$ cat config.mk
export PLATFORM = sky130hd
export DESIGN_NAME = matrix_column_scanner
export DESIGN_NICKNAME = d
export VERILOG_FILES = /design/src/rtl/matrix_column_scanner.sv
export SDC_FILE = /design/constraint.sdc
export NUM_CORES = 1
export LEC_CHECK = 0
export CAP_MARGIN = 20
export CORE_AREA = 2 2 83 85
export DETAILED_ROUTE_END_ITERATION = 16
export DIE_AREA = 0 0 85 87
export GPL_ROUTABILITY_DRIVEN = 0
export PLACE_DENSITY = 0.81
export SYNTH_ARGS = -nofsm -noshare
export SYNTH_HDL_FRONTEND = slang
export SYNTH_SLANG_ARGS = --single-unit
$ cat constraint.sdc
create_clock -name clock -period 2.3 [get_ports clock]
set_clock_uncertainty 0.2 [all_clocks]
set_input_delay 0.23 -clock clock [delete_from_list [all_inputs] [get_ports clock]]
set_output_delay 0.23 -clock clock [all_outputs]
set_load 0.005 [all_outputs]
$ cat src/rtl/matrix_column_scanner.sv
// Purpose : time-multiplexes a latched 5x7 active-low image onto the LED matrix, one column per slot.
// Latency : first column (0) driven CLK_DIV cycles after reset/enable; all outputs registered.
// Backpressure: none; free-running scan, image sampled only at column-0 ticks.
//
// Ports:
//   clock, reset (sync, active-high), enable (0 = dark + scan reinitialised)
//   column_4..column_0 : image columns, bit r = row r, 0 = LED on
//   column_sel : one-hot active-high column drive
//   row_n      : active-low row drive for the selected column
//   frame_start: one-cycle pulse when column 0 is selected and a new image latched
module matrix_column_scanner #(
    parameter int CLK_DIV      = 50000,
    parameter int BLANK_CYCLES = 2
) (
    input  logic       clock,
    input  logic       reset,
    input  logic       enable,
    input  logic [6:0] column_4,
    input  logic [6:0] column_3,
    input  logic [6:0] column_2,
    input  logic [6:0] column_1,
    input  logic [6:0] column_0,
    output logic [4:0] column_sel,
    output logic [6:0] row_n,
    output logic       frame_start
);

    localparam int CW = $clog2(CLK_DIV);
    localparam int BW = (BLANK_CYCLES > 1) ? $clog2(BLANK_CYCLES) : 1;
    localparam logic [CW-1:0] CNT_LAST     = CW'(CLK_DIV - 1);
    // The tick edge itself is the first blanked edge, so the counter
    // only has to cover the remaining BLANK_CYCLES-1 edges.
    localparam logic [BW-1:0] BLANK_RELOAD = (BLANK_CYCLES > 0) ? BW'(BLANK_CYCLES - 1) : '0;

    logic [CW-1:0]     cnt;
    logic [2:0]        col_idx;
    logic [4:0][6:0]   shadow;
    logic [BW-1:0]     blank_cnt;

    logic              tick;
    logic [2:0]        next_idx;
    logic [4:0][6:0]   in_image;
    logic [4:0][6:0]   next_image;
    logic [6:0]        next_pattern;

    always_comb begin
        tick     = (cnt == CNT_LAST);
        next_idx = (col_idx == 3'd4) ? 3'd0 : col_idx + 3'd1;
        in_image = {column_4, column_3, column_2, column_1, column_0};
        // At the column-0 tick the shadow is being reloaded on this very edge,
        // so an unblanked pattern must come straight from the inputs.
        next_image   = (next_idx == 3'd0) ? in_image : shadow;
        next_pattern = next_image[next_idx];
    end

    always_ff @(posedge clock) begin
        if (reset || !enable) begin
            cnt         <= '0;
            col_idx     <= 3'd4;
            shadow      <= {5{7'h7F}};
            column_sel  <= 5'b00000;
            row_n       <= 7'h7F;
            frame_start <= 1'b0;
            blank_cnt   <= '0;
        end else begin
            frame_start <= 1'b0;
            if (tick) begin
                cnt        <= '0;
                col_idx    <= next_idx;
                column_sel <= 5'b00001 << next_idx;
                if (next_idx == 3'd0) begin
                    shadow      <= in_image;
                    frame_start <= 1'b1;
                end
                // Column switch and blanking start together: no edge ever
                // shows the old column's rows on the new column.
                if (BLANK_CYCLES > 0) begin
                    row_n     <= 7'h7F;
                    blank_cnt <= BLANK_RELOAD;
                end else begin
                    row_n <= next_pattern;
                end
            end else begin
                cnt <= cnt + 1'b1;
                if (blank_cnt != '0) begin
                    row_n     <= 7'h7F;
                    blank_cnt <= blank_cnt - 1'b1;
                end else begin
                    // Before the first tick col_idx=4 and shadow is all-off,
                    // so this keeps the display dark.
                    row_n <= shadow[col_idx];
                end
            end
        end
    end

endmodule

==> out/results.txt, run 1 <==
Global-route wire length before repair -> 10.9 mm
I/O pin count -> 51
Post-CTS setup buffer count -> 0
Crit path launch type -> flip-flop
Sequential share of the synthesized area -> 45.3%
Vias in the first global route -> 2414
Post-synth design cell area -> 3000 µm²
CTS clk-pin slew, worst paths -> 0.07 ns
Detailed Route WL -> 6.59 mm
Sw power -> 464 µW
Net count, final -> 414
Min Tclk post-route -> 2.13 ns
Vias/cell -> 5.67
Gr usage total -> 18.5%
Share of cells above drive strength 1 -> 13.1%
Area growth from synthesis to layout -> 25.7%
Worst hold slack -> 0.275 ns
CTS tree -> done
Cell count after synthesis -> 323
DIE AREA -> 7400 µm²
Worst VDD drop -> 0.313 mV
Final hold vios -> 0
Largest buffer count on any clock path -> 2
Syn_nets -> 366
FF+latch count, synth -> 68
Int Power -> 1690 µW
Drt pass-1 iters -> 4
GR Overflow Total -> 0
Initial Utilization -> 45.7%
Status -> finished, final reports clean
DP HPWL -> 4.63 mm
Die width -> 85 µm
H-tree depth -> 3
Non-filler cells, final -> 455
Max Slew Vio Count -> 0
Register area -> 1360 µm²
Critical Path AT -> 2.16 ns
Die Ht -> 87 µm
Critical Path End Type -> flip-flop
Max_cap viols -> 0
Asr flop ratio synth -> 0%
Sw Share -> 21.6%
Sequential share of power -> 54.9%
Largest net degree at the start of global routing -> 53
Number of enable flip-flop cells after synthesis -> 0
DRC viols -> 0
Ys Warns -> 0
Leak -> 0.00122 µW
Post-synth top flop -> dfxtp_1
Final worst path period share -> 92.7%
Iteration-0 DRC Markers -> 180
# setup viols final -> 0
RSZ-0062 raised after global routing -> no
Clock sink count -> 68
PnR Total Power -> 2150 µW
Achievable frequency -> 469 MHz
Power Density -> 569 nW/µm²
Worst-margin pin slew -> 0.772 ns
CTS Buf Count -> 9
Fill cells -> 552
Area occupied by multi-input gates -> 1500 µm²
Antenna Cells -> 0
Average wire per standard cell -> 14.5 µm
Vias after detailed routing -> 2580
Clk pwr share -> 40.2%
CP Class -> reg2reg
Post-route ant nets -> 0
Max FO, Critical Path -> 13
Synth cell types -> 40
Inst Count DP -> 440
CP required -> 2.33 ns
HP Class -> reg2reg
Slew margin rel. -> 48.2%
Setup TNS Final -> 0 ns
CTS Root Cell -> clkbuf_8
Clock latency on the worst-skew pair -> 0.35 ns
Rows -> 30
Syn_area_per_cell -> 9.30 µm²
Combinational fraction of design power -> 4.9%
Initial antenna violation count -> 0
Port bufs -> 50
Core area -> 6570 µm²
worst max-delay path, stage by stage (launching register included):
cell	delay, ns
dfxtp_1	0.46
inv_1	0.11
ha_1	0.24
nand2b_1	0.18
o221ai_2	0.19
or2_1	0.30
buf_4	0.25
a21oi_1	0.09
per-layer routing:
layer	part of all wire, %	track usage, %	vias up
met5	0	0	-
met4	2.0	6.35	0
met1	45	23.1	1223
li1	-	-	1274
met2	47	30.3	70
met3	5.5	6.07	13
power groups by stage:
| stage | Sequential, µW | Clock (µW) | Combinational (µW) |
|---|---|---|---|
| detailed placement | 1210 | 0 | 104 |
| floorplan | 1210 | 0 | 29.0 |
| global placement | 1210 | 0 | 103 |
| CTS | 1180 | 871 | 105 |
| global route | 1180 | 933 | 112 |
| finish | 1180 | 864 | 105 |
sequential cells by signal, indices dropped and copies added, names as in the netlist:
register and count:
blank_cnt 1, cnt 16, col_idx 3, column_sel 5, frame_start 1, row_n 7, shadow 35
cell usage in the layout (no fill, tap or decap), types with 2 or more instances in the layout:
cell / count
a21oi_1: 29
a21oi_2: 10
a22o_1: 12
and2_1: 2
and3_1: 3
buf_12: 2
buf_4: 11
clkbuf_1: 2
clkbuf_8: 11
clkdlybuf4s50_1: 50
clkinv_2: 2
dfxtp_1: 68
ha_1: 5
inv_1: 5
mux4_2: 7
nand2_1: 4
nand3_1: 8
nand4_1: 7
nor2_1: 52
nor2b_1: 2
nor3_1: 7
nor4_1: 37
or3_1: 7
xnor2_1: 10
xor2_1: 3
metrics by stage:
stage          utilization (%)  worst slack, ns  instance area [µm²]
6_report                  57.5            0.168                 3770
5_1_grt                   57.5           0.0138                 3770
4_1_cts                   57.4            0.175                 3770
3_5_place_dp              54.8            0.196                 3600
3_3_place_gp              54.8            0.293                 3600
2_1_floorplan                -            0.133                 3010
final cells by class:
type | count | share of cell area [%]
Timing Repair Buffer | 63 | 16.5
Clock inverter | 2 | 0.265
Sequential cell | 68 | 36.1
Inverter | 6 | 0.597
Clock buffer | 13 | 4.21
Multi-Input combinational cell | 223 | 39.7
Tap cell | 80 | 2.65
kinds of logic (layout without fill, tap and decap cells):
family                     count (synthesis)  after routing  synth area share (%)
AOI/OAI and AO/OA                         56             56                  12.5
xor gates and xnor gates                  13             13                  3.79
adders and majority gates                  5              5                  2.08
buffers and inverters                     32             84                  5.25
DFF                                       68             68                  45.3
muxes                                      7              7                  5.25
and+or+nand+nor                          142            142                  25.8
synthesized netlist by cell type, types with 2 or more instances:
cell type	count	area [µm²]
xor2_1	3	26.3
nand2b_1	2	12.5
buf_1	2	7.51
and2_1	2	12.5
nor2b_1	2	12.5
ha_1	5	62.6
a21oi_2	10	87.6
nor3b_1	2	15.0
xnor2_1	10	87.6
nor3_1	7	35.0
nor2_1	52	195
nand2_1	4	15.0
buf_6	4	45.0
or3_1	7	43.8
clkbuf_1	14	52.6
dfxtp_1	68	1360
buf_2	6	30.0
inv_1	5	18.8
mux4_2	7	158
nand4_1	7	43.8
nand3_1	8	40.0
a21oi_1	29	145
a22o_1	12	105
nor4_1	37	231
and3_1	3	18.8
final timing paths:
| kind | slack (ns) | cells past startpoint | end | start |
|---|---|---|---|---|
| min reg2reg | 0.28 | 1 | cnt[0] | cnt[0] |
| max reg2reg | 0.17 | 7 | shadow[15] | col_idx[0] |
| max | 0.17 | 7 | shadow[15] | col_idx[0] |
| min | 0.28 | 1 | cnt[0] | cnt[0] |
what timing repair did:
item | 4_1_cts | 5_1_grt
endpoints found under the setup margin | 0 | 4
hold buffers | 0 | 0
resized for setup | 0 | 1
(Power assumes the default switching activity.)
==> run 2: changes to the inputs <==
--- a/config.mk
+++ b/config.mk
@@ -12,3 +12,4 @@
 export GPL_ROUTABILITY_DRIVEN = 0
-export PLACE_DENSITY = 0.81
+export MAX_ROUTING_LAYER = met4
+export PLACE_DENSITY = 0.84
 export SYNTH_ARGS = -nofsm -noshare
--- a/constraint.sdc
+++ b/constraint.sdc
@@ -4,2 +4,2 @@
 set_output_delay 0.23 -clock clock [all_outputs]
-set_load 0.005 [all_outputs]
+set_load 0.02 [all_outputs]
==> run 2 against run 1 <==
  * Maximum frequency fell by 1.9%
  * Clock power rose by 17%
  * Global-route usage rose by 1.9 points
  * First-iteration DRC count fell by 26%
  * Final cell count rose by 0.22%
  * Clock-buffer cell count fell by 4
==> out/results.txt, run 2 (synthesis gave the netlist of run 1 again) <==
Max reg flops -> 35 (unchanged)
CTS clk-pin slew, worst paths -> 0.08 ns (about the same)
Largest buffer count on any clock path -> 2 (unchanged)
CP max stage cell -> dfxtp_2
Initial antenna violation count -> 0 (unchanged)
Max Slew Vio Count -> 0 (unchanged)
Drt pass-1 iters -> 4 (unchanged)
Slew margin rel. -> 45.5% (-2.7 points)
Worst-margin pin slew -> 0.812 ns (+0.0400 ns)
Initial Utilization -> 45.7% (unchanged)
Crit path launch type -> flip-flop
CP startpoint -> col_idx[0]
Antenna Cells -> 0 (unchanged)
Status -> finished, final reports clean
Die width -> 85 µm (unchanged)
Leak -> 0.00124 µW (+1.3%)
Setup TNS Final -> 0 ns (unchanged)
GR Overflow Total -> 0 (unchanged)
Max_cap viols -> 0 (unchanged)
Final worst path period share -> 94.5% (+1.8 points)
Worst hold slack -> 0.272 ns (-0.00322 ns)
Share of cells above drive strength 1 -> 14.6% (+1.6 points)
Final hold vios -> 0 (unchanged)
Die Ht -> 87 µm (unchanged)
Clock sink count -> 68 (unchanged)
Vias in the first global route -> 2508 (+3.9%)
Area growth from synthesis to layout -> 27.2%
RSZ-0062 raised after global routing -> no
Most frequent cells in the layout -> dfxtp_1, nor2_1, clkdlybuf4s50_1, nor4_1, a21oi_1
Average wire per standard cell -> 15.2 µm (+4.8%)
CTS hold repair buffers -> 0 (unchanged)
Critical Path AT -> 2.20 ns (+0.04 ns)
FF-to-FF Start -> col_idx[0]
HP Start -> cnt[0]
Achievable frequency -> 460 MHz (-1.9%)
Port bufs -> 50 (unchanged)
Vias/cell -> 5.64 (-0.57%)
Clock latency on the worst-skew pair -> 0.35 ns (about the same)
Register bank with the most flops -> shadow
DP HPWL -> 4.68 mm (+1.1%)
Critical Path Max Stage Delay -> 0.40 ns (-0.06 ns)
H-tree depth -> 3 (unchanged)
Power Density -> 602 nW/µm² (+5.7%)
# setup viols final -> 0 (unchanged)
Rows -> 30 (unchanged)
Net count, final -> 414 (unchanged)
Critical Path End Type -> flip-flop
DRC viols -> 0 (unchanged)
Core area -> 6570 µm² (unchanged)
Iteration-0 DRC Markers -> 134 (-26%)
Detailed Route WL -> 6.92 mm (+5.0%)
CTS tree -> done
Largest net degree at the start of global routing -> 36 (-32%)
I/O pin count -> 51 (unchanged)
CP required -> 2.32 ns (about the same)
Vias after detailed routing -> 2571 (-0.35%)
CTS Root Cell -> clkbuf_8
Post-route ant nets -> 0 (unchanged)
Max FO, Critical Path -> 24 (+11)
Gr usage total -> 20.4% (+1.9 points)
Critical-path cell list -> inv_1 > ha_1 > inv_1 > o221ai_2 > buf_4 > buf_4 > nor4_1 > a21oi_1
HP Class -> reg2reg
CP Class -> reg2reg
Global-route wire length before repair -> 11.6 mm (+5.9%)
Commonest non-fill, non-tap cell in the layout -> dfxtp_1
R2r setup slk -> 0.13 ns (-0.04 ns)
Top Registers -> shadow: 35 flops, cnt: 16 flops, row_n: 7 flops
Min Tclk post-route -> 2.17 ns (+0.0422 ns)
CTS Buf Count -> 9 (unchanged)
Fill cells -> 548 (-0.72%)
DIE AREA -> 7400 µm² (unchanged)
Worst VDD drop -> 0.393 mV (+26%)
==> run 2: cell types whose count changed in the layout (fill, tap and decap cells not counted), sizes merged <==
cell,change
clkbuf,-4
clkinvlp,+1
bufinv,+1
inv,+4
clkinv,-1
==> run 2: final cells by class <==
class	instances	area (µm²)	share of cell area [%]
inverters	6	22.5	0.589
flip-flops and latches	68	1360	35.7
multi-input cells	223	1510	39.5
repair buffers	63	623	16.3
clock buffers	9	124	3.24
well taps	80	100	2.62
clock inverters	7	81.3	2.13
==> run 2: worst paths after layout <==
check | endpoint | cells after the start
worst min register to register | cnt[0] | 1
worst max register to register | shadow[0] | 8
worst min-delay path | cnt[0] | 1
worst max-delay path | shadow[0] | 8
==> run 2: power by group <==
group / internal [µW] / total (µW) / switching [µW]
clock: 517 / 1010 / 496
combinational: 65.8 / 107 / 41.2
sequential: 1180 / 1180 / 1.61
total: 1760 / 2300 / 539
==> run 2: what timing repair did <==
item                       CTS  global route
resized for setup            0             4
hold endpoints to repair     0             0
buffers inserted             0             0
setup endpoints to repair    0            21
==> run 2: metrics by stage <==
step / std cells / utilization, % / total power, µW / instance area [µm²] / setup WS [ns]
floorplan: 323 / - / 1240 / 3010 / 0.133
detailed placement: 440 / 54.8 / 1310 / 3600 / 0.0520
finish: 456 / 58.2 / 2300 / 3820 / 0.126
global route: 456 / 58.2 / 2380 / 3820 / 0.0466
CTS: 456 / 57.9 / 2320 / 3810 / 0.0393
global placement: 440 / 54.8 / 1310 / 3600 / 0.249
==> run 2: critical path: cells and delay by family, from the launching register on <==
kind	cells	cell delay, ns
buf+inv	4	0.64
simple gates	1	0.27
flops	1	0.40
fa+ha+maj	1	0.33
compound gates	2	0.19
==> run 2: per-layer routing <==
metal	wire [µm]	global-route usage (%)
met3	366	5.50
met1	2990	24.4
met2	3380	32.2
met5	0	-
met4	180	9.24
==> run 3: changes to the inputs <==
MAX_ROUTING_LAYER = not set   (was met4)
==> run 3 against run 2 <==
  * Sequential cell count stayed put
  * Register-to-register slack improved by 0.02 ns
  * Setup slack improved by 0.016 ns
  * Power barely moved
  * Combinational power about the same
  * Via count rose by 1.1%
  * Final cell count unchanged
  * Global-route usage fell by 0.59 points
  * Highest routed layer unchanged
==> out/results.txt, run 3 (synthesis gave the netlist of run 1 again) <==
Die Ht -> 87 µm (unchanged)
H-tree depth -> 3 (unchanged)
GR Overflow Total -> 0 (unchanged)
Detailed Route WL -> 6.93 mm (+0.23%)
DIE AREA -> 7400 µm² (unchanged)
Largest buffer count on any clock path -> 2 (unchanged)
Commonest non-fill, non-tap cell in the layout -> dfxtp_1
CP startpoint -> col_idx[0]
Max reg flops -> 35 (unchanged)
Drt pass-1 iters -> 5 (+1)
Global-route wire length before repair -> 11.6 mm (about the same)
Post-route cell area -> 3820 µm² (unchanged)
Net count, final -> 414 (unchanged)
Antenna Cells -> 0 (unchanged)
Critical Path End Type -> flip-flop
Critical Path AT -> 2.19 ns (about the same)
Port bufs -> 50 (unchanged)
Worst hold slack -> 0.272 ns (+0.0000770 ns)
# setup viols final -> 0 (unchanged)
RSZ-0062 raised after global routing -> no
Clock sink count -> 68 (unchanged)
FF-to-FF Start -> col_idx[0]
Vias in the first global route -> 2511 (+0.12%)
Area growth from synthesis to layout -> 27.2% (unchanged)
Leak -> 0.00124 µW (unchanged)
Inst Count DP -> 440 (unchanged)
DP HPWL -> 4.68 mm (unchanged)
Register bank with the most flops -> shadow
Post-CTS setup buffer count -> 0 (unchanged)
CTS clk-pin slew, worst paths -> 0.08 ns (about the same)
CTS tree -> done
CTS hold repair buffers -> 0 (unchanged)
Worst Reg-to-Reg Cells -> 8 (unchanged)
Share of cells above drive strength 1 -> 14.6% (unchanged)
Vias after detailed routing -> 2600 (+1.1%)
Initial Utilization -> 45.7% (unchanged)
Setup ws final -> 0.142 ns (+0.0161 ns)
Final hold vios -> 0 (unchanged)
Non-filler cells, final -> 456 (unchanged)
Rows -> 30 (unchanged)
DP Area -> 3600 µm² (unchanged)
Max FO, Critical Path -> 24 (unchanged)
Setup TNS Final -> 0 ns (unchanged)
R2r setup slk -> 0.14 ns (+0.02 ns)
Iteration-0 DRC Markers -> 162 (+21%)
Initial antenna violation count -> 0 (unchanged)
CP Capture Point -> shadow[0]
CTS Root Cell -> clkbuf_8
Achievable frequency -> 463 MHz (+0.75%)
Post-route ant nets -> 0 (unchanged)
Slew margin rel. -> 48.4% (+3.0 points)
Average wire per standard cell -> 15.2 µm (+0.23%)
Worst VDD drop -> 0.398 mV (+1.3%)
CP required -> 2.33 ns (about the same)
Largest net degree at the start of global routing -> 36 (unchanged)
Gr usage total -> 19.8% (-0.59 points)
Max Slew Vio Count -> 0 (unchanged)
Status -> finished, final reports clean
Core area -> 6570 µm² (unchanged)
Power Density -> 602 nW/µm² (about the same)
Max_cap viols -> 0 (unchanged)
Most frequent cells in the layout -> dfxtp_1, nor2_1, clkdlybuf4s50_1, nor4_1, a21oi_1
Terminus of the critical flop-to-flop path -> shadow[0]
Top Registers -> shadow: 35 flops, cnt: 16 flops, row_n: 7 flops
HP Class -> reg2reg
Min Tclk post-route -> 2.16 ns (-0.0161 ns)
Crit path launch type -> flip-flop
Place WS -> 0.0520 ns (unchanged)
Vias/cell -> 5.70 (+1.1%)
I/O pin count -> 51 (unchanged)
Clock latency on the worst-skew pair -> 0.35 ns (about the same)
CTS Buf Count -> 9 (unchanged)
DRC viols -> 0 (unchanged)
Die width -> 85 µm (unchanged)
CP Class -> reg2reg
Final worst path period share -> 93.8% (-0.70 points)
Worst-margin pin slew -> 0.768 ns (-0.0441 ns)
## run 3: cell counts in the layout (fill, tap and decap cells not counted)
No cell type changed its count.
## run 3: metrics by stage
step	total power, µW	util (%)
6_report	2300	58.2
5_1_grt	2380	58.2
4_1_cts	2320	57.9
3_5_place_dp	1310	54.8
3_3_place_gp	1310	54.8
2_1_floorplan	1240	-
## run 3: layout make-up
class / instances / area [µm²]
clock buffer: 9 / 124
clock inverter: 7 / 81.3
fill: 548 / 2750
inverter: 6 / 22.5
multi-input combinational: 223 / 1510
sequential: 68 / 1360
tap: 80 / 100
timing repair buffer: 63 / 623
## run 3: repair_timing
action | 4_1_cts | 5_1_grt
endpoints found under the hold margin | 0 | 0
endpoints found under the setup margin | 0 | 21
gates resized for setup | 0 | 4
## run 3: worst min path at each step
stage	start	endpoint	slack [ns]	cells past startpoint
2_1_floorplan	column_1[6]	shadow[13]	0.18	2
3_3_place_gp	cnt[0]	cnt[0]	0.26	1
3_5_place_dp	cnt[0]	cnt[0]	0.26	1
4_1_cts	cnt[0]	cnt[0]	0.28	1
5_1_grt	cnt[0]	cnt[0]	0.29	1
6_report	cnt[0]	cnt[0]	0.27	1
## run 3: routing by layer
metal	track usage, %	up-vias	wire length [µm]
met2	32.5	94	3360
li1	-	1277	-
met3	5.50	20	441
met5	0	-	0
met1	24.2	1209	2920
met4	9.24	0	207
## run 3: worst max-delay path: stages (launching register included)
cell	delay [ns]
dfxtp_2	0.40
inv_1	0.09
ha_1	0.33
inv_1	0.11
o221ai_2	0.10
buf_4	0.23
buf_4	0.20
nor4_1	0.27
a21oi_1	0.09
## run 3: power breakdown
| part | internal, µW | total (µW) | switching [µW] |
|---|---|---|---|
| registers | 1180 | 1180 | 1.61 |
| logic | 65.8 | 107 | 41.1 |
| clock network | 517 | 1010 | 495 |
| total | 1760 | 2300 | 538 |
